[config.mk]
export PLATFORM = sky130hd
export DESIGN_NAME = count_window_monitor
export DESIGN_NICKNAME = d
export VERILOG_FILES = /design/src/rtl/count_mon_pkg.sv /design/src/rtl/count_window_monitor_evt_fifo.sv /design/src/rtl/count_window_monitor.sv
export SDC_FILE = /design/constraint.sdc
export NUM_CORES = 1
export LEC_CHECK = 0
export BUFFER_PORTS_ARGS = -buffer_cell sky130_fd_sc_hd__buf_2
export CORE_MARGIN = 2
export CORE_UTILIZATION = 61
export CTS_BUF_LIST = sky130_fd_sc_hd__clkbuf_8
export CTS_CLUSTER_DIAMETER = 120
export DETAILED_ROUTE_END_ITERATION = 10
export PLACE_DENSITY = 0.92
export SYNTH_ARGS = -nofsm -noshare
export SYNTH_HDL_FRONTEND = slang
export SYNTH_SLANG_ARGS = --single-unit
[constraint.sdc]
create_clock -name clk -period 5 [get_ports clk]
set_clock_uncertainty 0.2 [all_clocks]
set_input_delay 0.5 -clock clk [delete_from_list [all_inputs] [get_ports clk]]
set_output_delay 0.5 -clock clk [all_outputs]
set_load 0.05 [all_outputs]
[src/rtl/count_mon_pkg.sv]
// count_mon_pkg
// Shared types for the count window monitor: zone encoding, the event record
// layout and its width.
package count_mon_pkg;

    localparam int CNT_W = 8;
    localparam int EVT_W = CNT_W + 4;

    typedef enum logic [1:0] {
        BELOW  = 2'd0,
        INSIDE = 2'd1,
        ABOVE  = 2'd2
    } zone_t;

    typedef struct packed {
        logic             wrap_up;
        logic             wrap_dn;
        zone_t            zone;
        logic [CNT_W-1:0] value;
    } evt_t;

endpackage

[src/rtl/count_window_monitor_evt_fifo.sv]
// evt_fifo
// Synchronous FIFO holding event records between the monitor and its consumer.
// A push into a full FIFO is accepted only if the head is popped in the same
// cycle; otherwise it is reported on overflow. There is no empty bypass, so a
// record written into an empty FIFO becomes visible one cycle later.
// Ports:
//   clk, clear       clock, asynchronous active-high clear
//   push, wdata      write request and record
//   ready            consumer accepts the head
//   valid, rdata     head present / head record
//   overflow         combinational: this cycle's push is being lost
module evt_fifo #(
    parameter int DEPTH = 4,
    parameter int W     = 12
) (
    input  logic         clk,
    input  logic         clear,
    input  logic         push,
    input  logic [W-1:0] wdata,
    input  logic         ready,
    output logic         valid,
    output logic [W-1:0] rdata,
    output logic         overflow
);

    localparam int AW = $clog2(DEPTH);

    logic [W-1:0] mem [DEPTH];
    logic [AW:0]  wptr;
    logic [AW:0]  rptr;
    logic         empty;
    logic         full;
    logic         pop;
    logic         wr;

    // Pointers carry one extra wrap bit to tell full from empty.
    assign empty    = (wptr == rptr);
    assign full     = (wptr[AW] != rptr[AW]) && (wptr[AW-1:0] == rptr[AW-1:0]);
    assign pop      = !empty && ready;
    assign wr       = push && (!full || pop);
    assign overflow = push && full && !pop;
    assign valid    = !empty;
    assign rdata    = mem[rptr[AW-1:0]];

    always_ff @(posedge clk or posedge clear) begin
        if (clear) begin
            wptr <= '0;
            rptr <= '0;
        end else begin
            if (wr) begin
                wptr <= wptr + 1'b1;
            end
            if (pop) begin
                rptr <= rptr + 1'b1;
            end
        end
    end

    always_ff @(posedge clk) begin
        if (wr) begin
            mem[wptr[AW-1:0]] <= wdata;
        end
    end

endmodule

[src/rtl/count_window_monitor.sv]
// count_window_monitor
// Watches the up/down counter output, classifies it against programmable
// low/high thresholds with hysteresis, flags wrap-around and queues one event
// record per change for a valid/ready consumer.
// Ports:
//   clk, clear            clock, asynchronous active-high reset
//   qd                    monitored count
//   lo_thr, hi_thr        candidate thresholds, latched on cfg_load
//   cfg_load / cfg_err    load request / one-cycle reject pulse (lo_thr > hi_thr)
//   zone                  current zone (0 BELOW, 1 INSIDE, 2 ABOVE)
//   evt_valid/ready/data  event stream {wrap_up, wrap_dn, zone, value}
//   evt_drop / drop_clr   sticky overflow flag / its clear
//
// Zone state machine:
//   state  | meaning
//   BELOW  | count below lo; leaves to INSIDE only at lo+HYST or more
//   INSIDE | count within [lo, hi]
//   ABOVE  | count above hi; leaves to INSIDE only at hi-HYST or less
module count_window_monitor
    import count_mon_pkg::*;
#(
    parameter int               WIDTH  = CNT_W,
    parameter int               HYST   = 2,
    parameter int               DEPTH  = 4,
    parameter logic [WIDTH-1:0] LO_RST = 8'h10,
    parameter logic [WIDTH-1:0] HI_RST = 8'hF0
) (
    input  logic             clk,
    input  logic             clear,
    input  logic [WIDTH-1:0] qd,
    input  logic [WIDTH-1:0] lo_thr,
    input  logic [WIDTH-1:0] hi_thr,
    input  logic             cfg_load,
    output logic             cfg_err,
    output logic [1:0]       zone,
    output logic             evt_valid,
    input  logic             evt_ready,
    output logic [WIDTH+3:0] evt_data,
    output logic             evt_drop,
    input  logic             drop_clr
);

    logic [WIDTH-1:0] cur;
    logic [WIDTH-1:0] prev;
    logic [WIDTH-1:0] lo;
    logic [WIDTH-1:0] hi;
    logic             samp;
    logic             primed;
    logic             reprime;
    zone_t            zone_q;
    zone_t            zone_d;
    logic             cfg_ok;
    logic [WIDTH:0]   lo_up;
    logic [WIDTH:0]   hi_dn;
    logic [WIDTH-1:0] lo_exit;
    logic [WIDTH-1:0] hi_exit;
    logic             wrap_up;
    logic             wrap_dn;
    logic             evt_push;
    logic [WIDTH+3:0] evt_rec;
    logic             overflow;

    assign cfg_ok = cfg_load && (lo_thr <= hi_thr);

    // Hysteresis exit points, computed one bit wider and clamped to the range.
    assign lo_up   = {1'b0, lo} + (WIDTH+1)'(HYST);
    assign hi_dn   = {1'b0, hi} - (WIDTH+1)'(HYST);
    assign lo_exit = lo_up[WIDTH] ? '1 : lo_up[WIDTH-1:0];
    assign hi_exit = hi_dn[WIDTH] ? '0 : hi_dn[WIDTH-1:0];

    assign wrap_up = primed && (prev == '1) && (cur == '0);
    assign wrap_dn = primed && (prev == '0) && (cur == '1);

    // samp: cur holds a real sample rather than its reset value.
    always_comb begin
        zone_d = zone_q;
        if (samp) begin
            if (!primed) begin
                if (cur < lo) begin
                    zone_d = BELOW;
                end else if (cur > hi) begin
                    zone_d = ABOVE;
                end else begin
                    zone_d = INSIDE;
                end
            end else begin
                case (zone_q)
                    BELOW: begin
                        if (cur > hi) begin
                            zone_d = ABOVE;
                        end else if (cur >= lo_exit) begin
                            zone_d = INSIDE;
                        end
                    end
                    ABOVE: begin
                        if (cur < lo) begin
                            zone_d = BELOW;
                        end else if (cur <= hi_exit) begin
                            zone_d = INSIDE;
                        end
                    end
                    default: begin
                        if (cur < lo) begin
                            zone_d = BELOW;
                        end else if (cur > hi) begin
                            zone_d = ABOVE;
                        end else begin
                            zone_d = INSIDE;
                        end
                    end
                endcase
            end
        end
    end

    // The unprimed evaluation after reset is silent; after a threshold reload
    // it reports a zone change caused by the new thresholds.
    always_comb begin
        evt_push = 1'b0;
        if (samp) begin
            if (primed) begin
                evt_push = (zone_d != zone_q) || wrap_up || wrap_dn;
            end else begin
                evt_push = reprime && (zone_d != zone_q);
            end
        end
    end

    assign evt_rec = {wrap_up, wrap_dn, zone_d, cur};

    always_ff @(posedge clk or posedge clear) begin
        if (clear) begin
            cur     <= '0;
            prev    <= '0;
            samp    <= 1'b0;
            primed  <= 1'b0;
            reprime <= 1'b0;
            zone_q  <= INSIDE;
            lo      <= LO_RST;
            hi      <= HI_RST;
            cfg_err <= 1'b0;
        end else begin
            cur     <= qd;
            prev    <= cur;
            samp    <= 1'b1;
            zone_q  <= zone_d;
            cfg_err <= cfg_load && !cfg_ok;
            if (cfg_ok) begin
                lo      <= lo_thr;
                hi      <= hi_thr;
                primed  <= 1'b0;
                reprime <= 1'b1;
            end else begin
                primed <= samp;
                if (samp && !primed) begin
                    reprime <= 1'b0;
                end
            end
        end
    end

    always_ff @(posedge clk or posedge clear) begin
        if (clear) begin
            evt_drop <= 1'b0;
        end else if (overflow) begin
            evt_drop <= 1'b1;
        end else if (drop_clr) begin
            evt_drop <= 1'b0;
        end
    end

    evt_fifo #(
        .DEPTH (DEPTH),
        .W     (WIDTH + 4)
    ) u_fifo (
        .clk      (clk),
        .clear    (clear),
        .push     (evt_push),
        .wdata    (evt_rec),
        .ready    (evt_ready),
        .valid    (evt_valid),
        .rdata    (evt_data),
        .overflow (overflow)
    );

    assign zone = zone_q;

endmodule

==> flow_summary.toml <==
[hold_path]
hold_class = "in2reg"
holdPathStages = 1
min_to = "cur[3]$_DFF_PP0_"
min-delay-start = "qd[3]"

[sta]
tns_ns = 0
slew_viol_final = 0
period_minus_slack_ns = 4.21
final_hold_viol_count = 0
grt_setup_unrepaired = "false"
fmax_mhz = 238
tightestPinTransition_ns = 0.974
setup_viol = 0
slew_headroom_pct = 35.1
period_share_pct = 84.2

[clock_network]
clock-sinks = 93
ctsHoldBuffers = 0
cts-resized-gates = 0
cts_buffers = 9
worstSkewPairLatency_ns = 0.38
clk_pin_slew_worst_paths_ns = 0.10
clockBufferDepth = 2
tritoncts = "done"
cts_setup_buffers = 0
cts_root_buf = "clkbuf_8"
cts-htree-levels = 3

[floorplan]
die_h_microns = 91.8
die_x_microns = 91.8
core-area_sq_um = 7610
start_util_pct = 61.9
dieArea_sq_um = 8430
rows = 32
io-pin-count = 46

[synth]
synth_ff_type = "edfxtp_1"
synth_nets = 436
mappedNetlistArea_sq_um = 4710
yosys.area.top_type = "edfxtp_1"
yosysWarnings = 0
synth_edf_count = 48
synth_seq_area_share_pct = 54.7
ys_async_sr_fraction_pct = 48.4
avgSynthCellArea_sq_um = 13.0
yosysMostFrequentCell = "edfxtp_1"
ys_seq_elements = 93
synth_cell_types = 50
synthCells = 361
synth_top_area_share_pct = 30.6
yosys-top-cells-area = "edfxtp_1, dfrtp_1, ha_1"
synth_common_cells = "edfxtp_1, ha_1, dfrtp_1, inv_1, nor2_1"

[grt]
antenna_found_initial = 0
track_usage_pct = 25.1
grt_max_degree = 46
grt_overflow = 0
grt_pass1_vias = 3344
grt_pass1_wl_mm = 15.9

[route]
drt-pass1-iter-count = 5
final_antenna_net_count = 0
routedWlPerCell_microns = 18.3
drc_errors = 0
drt-total-wl_mm = 9.53
viasPerCell = 5.92
dr.first_iter.drc_count = 242
vias = 3085

[power]
p_sw_share_pct = 40.7
p_total_uw = 2660
p_per_area_nw_per_um2 = 506
internal_power_uw = 1580
ir_drop_uv = 196
total_switching_power_uw = 1080
clockPowerShare_pct = 20.1
pwr-share-comb_pct = 38.3
power.leakage_uw = 0.00220
pwr-share-seq_pct = 41.6

[placement]
dp_hpwl_mm = 7.08
gp_congestion = 0.899
port_buffers = 45

[final_layout]
area_delta_synth_final_pct = 12.0
fin_nets = 489
drive_gt1_share_pct = 23.2
antennaDiodeCount = 0
utilization_pct = 69.3

[worst_setup_path]
required_ns = 4.99
critPathLaunchType = "flip-flop"
rrSetupSlack_ns = 0.79
path_class = "reg2reg"
r2r-start = "lo[4]$_DFFE_PP1P_"
arrival_ns = 4.20
r2r_end = "u_fifo.wptr[2]$_DFFE_PP0N_"
end_kind = "flip-flop"
path_max_fanout = 13
ff2ff_path_depth = 13

[flow_run]
maxCapViolations = 0

[run_status]
outcome = "completed"
-- sequential cells by signal, indices dropped and copies added, names as in the netlist --
register,flops
primed,1
u_fifo.rptr,3
hi,8
u_fifo.mem,48
samp,1
cur,8
evt_drop,1
reprime,1
lo,8
cfg_err,1
zone,2
prev,8
u_fifo.wptr,3
-- routing by layer --
| layer | routed length, microns | track usage (%) |
|---|---|---|
| met5 | 0 | 0 |
| met2 | 5010 | 45.3 |
| met4 | 314 | 13.8 |
| met3 | 503 | 3.86 |
| met1 | 3710 | 28.3 |
-- layout make-up --
| cell class | instances | area [sq um] |
|---|---|---|
| clock buffers | 9 | 124 |
| clock inverters | 7 | 91.3 |
| fillers | 525 | 2340 |
| inverters | 29 | 109 |
| multi-input cells | 234 | 2000 |
| flip-flops and latches | 93 | 2570 |
| well taps | 102 | 128 |
| repair buffers | 47 | 240 |
-- placed cells by master, fill, tap and decap left out, drive strengths merged, types with 2 or more instances in the layout --
master / netlist / final
nor2: 22 / 22
nor2b: 6 / 6
clkbuf: 3 / 9
clkinv: 0 / 2
a21o: 4 / 4
inv: 29 / 32
nand3: 14 / 14
mux4: 12 / 12
xor2: 3 / 3
mux2i: 7 / 7
nand2: 15 / 15
nand4: 10 / 10
a211oi: 5 / 5
nor4: 8 / 8
o21ai: 11 / 11
o211ai: 3 / 3
edfxtp: 48 / 48
nand2b: 6 / 6
a21oi: 13 / 13
dfstp: 6 / 6
mux2: 11 / 11
nor3: 3 / 3
dfrtp: 39 / 39
xnor2: 10 / 10
ha: 46 / 46
buf: 2 / 47
nand4b: 2 / 2
and2: 5 / 5
-- worst max path at each step --
stage | startpoint | end | depth (start not counted)
after detailed placement | lo[4]$_DFFE_PP1P_ | u_fifo.mem[3][6]$_DFFE_PP_ | 12
after CTS | lo[4]$_DFFE_PP1P_ | u_fifo.wptr[2]$_DFFE_PP0N_ | 13
after global routing | lo[4]$_DFFE_PP1P_ | u_fifo.wptr[2]$_DFFE_PP0N_ | 13
after floorplan | lo[4]$_DFFE_PP1P_ | u_fifo.mem[3][0]$_DFFE_PP_ | 11
final | lo[4]$_DFFE_PP1P_ | u_fifo.wptr[2]$_DFFE_PP0N_ | 13
after global placement | lo[4]$_DFFE_PP1P_ | u_fifo.mem[3][6]$_DFFE_PP_ | 12
-- logic make-up after synthesis --
kind of cell / count (synthesis) / share of synthesized area (%)
compound gates: 48 / 7.29
xor+xnor: 13 / 2.42
fa+ha+maj: 46 / 12.2
buf+inv: 34 / 2.74
flops: 93 / 54.7
mux: 30 / 9.86
other cells: 1 / 0.0797
simple gates: 96 / 10.7
-- per-stage QoR --
stage	setup WS (ns)	std cells	hold WS [ns]	cell area, sq um
detailed placement	0.862	505	0.292	5050
global route	0.500	521	0.0112	5270
global placement	1.03	505	0.284	5050
floorplan	0.997	361	0.253	4710
finish	0.792	521	0.0199	5270
CTS	0.795	521	0.0118	5270
-- worst max-delay path, cell delays in order (launching register included) --
cell and delay [ns]:
dfstp_2 0.58, nand3_1 0.12, nor4_1 0.25, buf_4 0.18, or2_2 0.10, ha_1 0.21
nand2b_1 0.14, a21o_1 0.18, a211o_1 0.29, a22oi_1 0.29, o41ai_1 0.12, o311a_1 0.21
a2111oi_4 0.93, xor2_1 0.22
-- power by group through the flow --
stage | Sequential, uW | Combinational, uW | Clock [uW]
2_1_floorplan | 1070 | 821 | 0
3_3_place_gp | 1110 | 963 | 0
3_5_place_dp | 1130 | 1020 | 0
4_1_cts | 1110 | 1030 | 539
5_1_grt | 1130 | 1100 | 565
6_report | 1110 | 1020 | 535
Note: power is estimated with default switching activity, not from simulation.
